### config.mk
export PLATFORM = sky130hd
export DESIGN_NAME = key_press_decoder
export DESIGN_NICKNAME = d
export VERILOG_FILES = /design/src/rtl/key_press_decoder.sv
export SDC_FILE = /design/constraint.sdc
export NUM_CORES = 1
export LEC_CHECK = 0
export CAP_MARGIN = 20
export CORE_AREA = 2 2 83 85
export CTS_CLUSTER_DIAMETER = 30
export DETAILED_ROUTE_END_ITERATION = 12
export DIE_AREA = 0 0 85 87
export SYNTH_ARGS = -nofsm -noshare
export SYNTH_HDL_FRONTEND = slang
export SYNTH_SLANG_ARGS = --single-unit
export TNS_END_PERCENT = 5
### constraint.sdc
create_clock -name clk -period 5.2 [get_ports clk]
set_clock_uncertainty 0.15 [all_clocks]
set_input_delay 1.04 -clock clk [delete_from_list [all_inputs] [get_ports clk]]
set_output_delay 1.04 -clock clk [all_outputs]
set_load 0.03 [all_outputs]
### src/rtl/key_press_decoder.sv
// key_press_decoder: classifies debounced key gestures as short, double or
// long presses, and emits auto-repeat ticks while a long press is held.
// All gesture outputs are single-cycle pulses taken straight from registers.
module key_press_decoder #(
    parameter int unsigned LONG_CNT   = 32'd50_000_000,
    parameter int unsigned DBL_GAP    = 32'd15_000_000,
    parameter int unsigned REPEAT_CNT = 32'd10_000_000,
    parameter int unsigned CNT_W      = 32'd26
) (
    input  logic clk,
    input  logic rst,
    input  logic key_flag,
    input  logic key_state,
    output logic short_press,
    output logic double_press,
    output logic long_press,
    output logic repeat_tick,
    output logic busy
);

    typedef enum logic [2:0] {
        IDLE  = 3'd0,
        HOLD1 = 3'd1,
        WAIT2 = 3'd2,
        HOLD2 = 3'd3,
        LONG  = 3'd4
    } state_t;

    // Terminal counter values: each timed phase ends on the cycle where the
    // counter reaches its period minus one.
    localparam logic [CNT_W-1:0] LONG_TERM = CNT_W'(LONG_CNT - 32'd1);
    localparam logic [CNT_W-1:0] DBL_TERM  = CNT_W'(DBL_GAP - 32'd1);
    localparam logic [CNT_W-1:0] REP_TERM  = CNT_W'(REPEAT_CNT - 32'd1);
    localparam logic [CNT_W-1:0] CNT_ONE   = CNT_W'(32'd1);
    localparam logic [CNT_W-1:0] CNT_ZERO  = CNT_W'(32'd0);

    state_t           state_r;
    state_t           next_state_s;
    logic [CNT_W-1:0] cnt_r;
    logic [CNT_W-1:0] cnt_next_s;
    logic             key_state_r;
    logic             rel_s;
    logic             cnt_clr_s;

    logic             short_next_s;
    logic             double_next_s;
    logic             long_next_s;
    logic             repeat_next_s;

    logic             short_press_r;
    logic             double_press_r;
    logic             long_press_r;
    logic             repeat_tick_r;

    // Release is a falling edge of the registered level, so the one-cycle lag
    // of key_state behind key_flag never looks like a release.
    assign rel_s = key_state_r & ~key_state;

    // Next-state, counter and output-pulse decode.
    always_comb begin
        next_state_s  = state_r;
        cnt_next_s    = CNT_ZERO;
        cnt_clr_s     = 1'b0;
        short_next_s  = 1'b0;
        double_next_s = 1'b0;
        long_next_s   = 1'b0;
        repeat_next_s = 1'b0;

        case (state_r)
            IDLE: begin
                if (key_flag) begin
                    next_state_s = HOLD1;
                end else begin
                    next_state_s = IDLE;
                end
            end
            HOLD1: begin
                // Reaching the long threshold takes priority over a release
                // seen on the same edge.
                if (cnt_r == LONG_TERM) begin
                    next_state_s = LONG;
                    long_next_s  = 1'b1;
                end else if (rel_s) begin
                    next_state_s = WAIT2;
                end else begin
                    next_state_s = HOLD1;
                end
            end
            WAIT2: begin
                // A second press on the expiry edge still counts as double.
                if (key_flag) begin
                    next_state_s  = HOLD2;
                    double_next_s = 1'b1;
                end else if (cnt_r == DBL_TERM) begin
                    next_state_s = IDLE;
                    short_next_s = 1'b1;
                end else begin
                    next_state_s = WAIT2;
                end
            end
            HOLD2: begin
                if (rel_s) begin
                    next_state_s = IDLE;
                end else begin
                    next_state_s = HOLD2;
                end
            end
            LONG: begin
                // Level test on key_state; a release beats a repeat terminal.
                if (!key_state) begin
                    next_state_s = IDLE;
                end else if (cnt_r == REP_TERM) begin
                    next_state_s  = LONG;
                    repeat_next_s = 1'b1;
                    cnt_clr_s     = 1'b1;
                end else begin
                    next_state_s = LONG;
                end
            end
            default: begin
                // Unreachable encodings recover to IDLE.
                next_state_s = IDLE;
            end
        endcase

        // Counter clears on every state change and at the repeat terminal;
        // it only advances in the timed states.
        if ((next_state_s != state_r) || cnt_clr_s) begin
            cnt_next_s = CNT_ZERO;
        end else if ((state_r == HOLD1) || (state_r == WAIT2) || (state_r == LONG)) begin
            cnt_next_s = cnt_r + CNT_ONE;
        end else begin
            cnt_next_s = CNT_ZERO;
        end
    end

    // State, counter, key level history and output pulse registers.
    always_ff @(posedge clk or negedge rst) begin
        if (!rst) begin
            state_r        <= IDLE;
            cnt_r          <= CNT_ZERO;
            key_state_r    <= 1'b0;
            short_press_r  <= 1'b0;
            double_press_r <= 1'b0;
            long_press_r   <= 1'b0;
            repeat_tick_r  <= 1'b0;
        end else begin
            state_r        <= next_state_s;
            cnt_r          <= cnt_next_s;
            key_state_r    <= key_state;
            short_press_r  <= short_next_s;
            double_press_r <= double_next_s;
            long_press_r   <= long_next_s;
            repeat_tick_r  <= repeat_next_s;
        end
    end

    assign short_press  = short_press_r;
    assign double_press = double_press_r;
    assign long_press   = long_press_r;
    assign repeat_tick  = repeat_tick_r;
    assign busy         = (state_r != IDLE);

endmodule

# Word-level counts from Yosys, hierarchy flattened
# Index checks and enable logic that the tools add are counted.
# word_totals
reg_bits	34
inputBits	4
output_inout_bits	5
elab_cells	43
# op_classes
addsub	1
eq_ne	8
muxes	20
n_bitwise	2
n_reduce_logical	5
# ops
cell	count
$eq A26 B24 Y1 const B	2
$mux W26	2
$add A26 B1 Y26 const B	1
$eq A26 B26 Y1 const B	1
$pmux W3 S5	1
$mux W1	11
$mux W2	4
$eq A3 B2 Y1 const B	2
$mux W3	2
$eq A3 B1 Y1 const B	1
$eq A3 B3 Y1 const B	1
$logic_not A3 Y1	1
$logic_or A1 B1 Y1	3
$ne A3 B3 Y1	1
$reduce_bool A3 Y1	1
$and A1 B1 Y1	1
$not A1 Y1	1

# Depth between registers and ports, before layout
# depth
depth_word	8
ltp_mapped	7
ltp_nobuf	6

# Worst setup path after synthesis
# OpenSTA, ideal clock, no wires.
# synth_timing
path_kind	input -> register
start	in key_flag
end	reg cnt_r[1]
setup_ns	0.128
arrival_time_ns	2.447
t_required_ns	4.922
setup_slack_ns	2.474
cell_stages	6
path_cell_list	or4_1 nor4_2 a31oi_1 o211ai_4 buf_6 nor3b_2
# synth_via
elab_chain_cells	5
word_cells_on_any_way	6
classes_between	1 x eq/ne; 4 x mux; 1 x reduce/logical
# synth_lines
item	line	source
start: declaration	12	input logic key_flag,
$mux W2 or $mux W1 (tied branches)	91, 71	
$pmux W3 S5 (*)	69	case (state_r)
$ne A3 B3 Y1 (*)	128	if ((next_state_s != state_r) || cnt_clr_s) begin
$logic_or A1 B1 Y1 (*)	128	
$mux W26 (*)	128	
net cnt_next_s[1]	40	logic [CNT_W-1:0] cnt_next_s;
end signal: assignment	149	cnt_r <= cnt_next_s;
end: declaration	39	logic [CNT_W-1:0] cnt_r;
# The timed path passes the listed nets; every way through them passes the cells marked *.

# Worst setup path in the final report
# layout_timing
start	in key_flag
end	reg cnt_r[3]
# The elaborated chain is that of the path after synthesis.

==> summary.md <==
| Metric | Value |
|---|---|
| Status | `finished clean` |
| Cell Rows | `30` |
| R2r endpoint | `cnt_r[3]` |
| Tmin final | `3340 ps` |
| GRT overflow | `0` |
| Fin. Hold Viols | `0` |
| Leak | `0.801 nW` |
| Top post-synthesis cells by count | `dfrtp_1, nor3_1, xnor2_1` |
| DRT iter0 DRCs | `between 100 and 150` |
| Register Area | `around 850 sq um` |
| Vias per inst | `~5.0` |
| Pre-antenna DRT Iters | `4` |
| CP endpoint kind | `register` |
| R2r startpoint | `cnt_r[7]` |
| CTS max path bufs | `2` |
| Diodes inserted | `0` |
| Synth area leaders | `dfrtp_1, xnor2_1, nor3_1, nor3_2, xor2_1` |
| Root buffer cell | `clkbuf_8` |
| Ports | `9` |
| Synth area leader | `dfrtp_1` |
| Final nets | `196` |
| Measured slew at the worst slew-check pin | `884 ps` |
| Final Util | `0.321` |
| P_int | `between 0.0004 and 0.0005 W` |
| Post-synth top area share | `0.449` |
| Mapped Area | `between 1500 and 2000 sq um` |
| PwrDens | `just under 300 nW/um^2` |
| FF+latch count, synth | `34` |
| Multi-input gate area | `972 sq um` |
| Global-route wire length before repair | `roughly 6400 microns` |
| Critical Path RT | `a little over 5000 ps` |
| CTS tree | `built` |
| F_max | `300 MHz` |
| RSZ-0062 raised after global routing | `false` |
| Reg-to-reg slack, setup | `2520 ps` |
| Period Utilization, post-route | `0.642` |
| # resized after CTS | `0` |
| Initial antenna violation count | `0` |
| Most numerous cell in the Yosys netlist | `dfrtp_1` |
| Die footprint | `7400 sq um` |
| FILL cells | `677` |
| Switching Fraction | `0.330` |
| WS Path Type | `input port to register` |
| Clk Latency, worst-skew pair | `290 ps` |
| Clk sinks | `34` |
| Setup violators final | `0` |
| Avg WL per Cell | `13.5 microns` |
| Fraction of registers with async set/reset | `1.00` |
| Layout cells sized above 1 | `0.147` |
| Area delta synth->final | `11.4%` |
| Hold path endpoint | `cnt_r[0]` |
| Number of global-route vias before repair | `~1300` |
| ANT nets after route | `0` |
| Max VDD drop | `0.0999 mV` |
| Worst-path clk slew | `60 ps` |
| Core region area | `6570 sq um` |
| EDFF count, synth | `0` |
| Via count | `1354` |
| Max-cap violations | `0` |
| Setup bufs post-CTS | `0` |
| CP arrival | `3310 ps` |
| Startpoint Class | `input port` |
| Inserted Clock Buffers | `5` |
| H-tree Lvls | `2` |
| Hold depth | `1` |
| Die width | `85 microns` |
| DRC | `0` |
| Hold path start | `cnt_r[0]` |
| Max Transition Viols Final | `0` |
| Hold Crit Class | `register to register` |
| Largest net degree at the start of global routing | `35` |
| Syn_nets | `between 150 and 200` |
| Cell variety after synth | `just over 40` |
| GRT Overall Usage | `0.111` |
| Chip height | `just under 90 microns` |
| Comb power frac | `0.216` |
| Clk network pwr share | `0.298` |
| Worst-path fanout max | `26` |
| Seq/Total Area, Yosys | `0.449` |
| Gate Count Post-Synth | `182` |
| Syn. warnings | `0` |
| Net Sw Power | `0.000202 W` |
| Sequential Power Share | `0.487` |
| Syn_area_per_cell | `10.4 sq um` |
| Worst reg2reg path depth | `5` |
| Setup Total Neg Slack | `0 ps` |
| Slew HR | `0.408` |
| GPL Wtd Cong | `0.749` |
| Finished Cell Area | `2110 sq um` |
| CTS Hold Buffers Added | `0` |
| DP HPWL | `2510 microns` |
| Most used DFF post-synth | `dfrtp_1` |
| Port bufs | `8` |
| Initial Utilization | `0.288` |
| DP Area | `2030 sq um` |
| Routed wire length | `3670 microns` |
==> metal layers <==
metal	GRT usage	routed length, microns	up-vias
li1	-	-	667
met1	0.142	1690	655
met2	0.175	1740	27
met3	0.0322	172	5
met4	0.0433	61	0
met5	0	0	-
==> sequential cells by signal, indices dropped and copies added (netlist names) <==
signal	cells
repeat_tick	1
state_r	3
double_press	1
long_press	1
key_state_r	1
short_press	1
cnt_r	26
==> power groups by stage <==
stage | registers (W) | clock network (W) | logic, W
detailed placement | 0.000303 | 0 | 0.000134
global placement | 0.000303 | 0 | 0.000133
finish | 0.000298 | 0.000182 | 0.000132
CTS | 0.000298 | 0.000188 | 0.000134
floorplan | 0.000301 | 0 | 0.000114
global route | 0.000302 | 0.000204 | 0.000144
==> cell families (layout without fill, tap and decap cells) <==
family	count (synthesis)	in the layout	synth area share
buffers and inverters	12	21	0.0370
flip-flops	34	34	0.449
adder cells (fa/ha/maj)	1	1	0.00661
XOR/XNOR	25	25	0.116
AO/OA/AOI/OAI	9	9	0.0443
AND/OR/NAND/NOR	101	101	0.347
==> per-stage QoR <==
stage,hold slack [ps],setup WS [ps],std cells,total power [W]
2_1_floorplan,338,2470,182,0.000415
3_3_place_gp,375,1600,264,0.000436
3_5_place_dp,379,1550,264,0.000436
4_1_cts,398,1850,271,0.000620
5_1_grt,430,1690,271,0.000651
6_report,390,1860,271,0.000613
==> layout make-up <==
class,instances,area share
clock buffer,5,0.0326
multi-input combinational,136,0.461
timing repair buffer,9,0.0415
sequential,34,0.404
tap,80,0.0475
clock inverter,2,0.00475
inverter,5,0.00890
==> layout by cell type (no fill, tap or decap), types with 2 or more instances in the layout <==
cell,Yosys,final
or4_1,4,4
nor3_1,23,23
nand2_1,11,11
nand3_1,12,12
nor3_2,10,10
dfrtp_1,34,34
clkinv_2,0,2
nand4_1,3,3
clkdlybuf4s50_1,0,8
nor4_2,4,4
nand4b_1,2,2
nand2b_1,5,5
inv_1,5,5
xnor2_1,18,18
clkbuf_8,0,5
xor2_1,7,7
nor2_1,12,12
and3_1,4,4
==> worst max-delay path: stages <==
cell and delay, ps:
clkdlybuf4s50_1 460, or4_1 430, nor4_2 300, a31oi_1 170
o211ai_4 760, nor3_1 140
==> how the worst max path moves through the flow <==
stage | end | slack, ps | startpoint | cells past startpoint
final | cnt_r[3] | 1860 | key_flag | 6
after global routing | cnt_r[3] | 1690 | key_flag | 6
after CTS | cnt_r[3] | 1850 | key_flag | 6
after detailed placement | cnt_r[2] | 1550 | key_flag | 6
after global placement | cnt_r[2] | 1600 | key_flag | 6
after floorplan | cnt_r[1] | 2470 | key_flag | 6
Note: power is estimated with default switching activity, not from simulation.
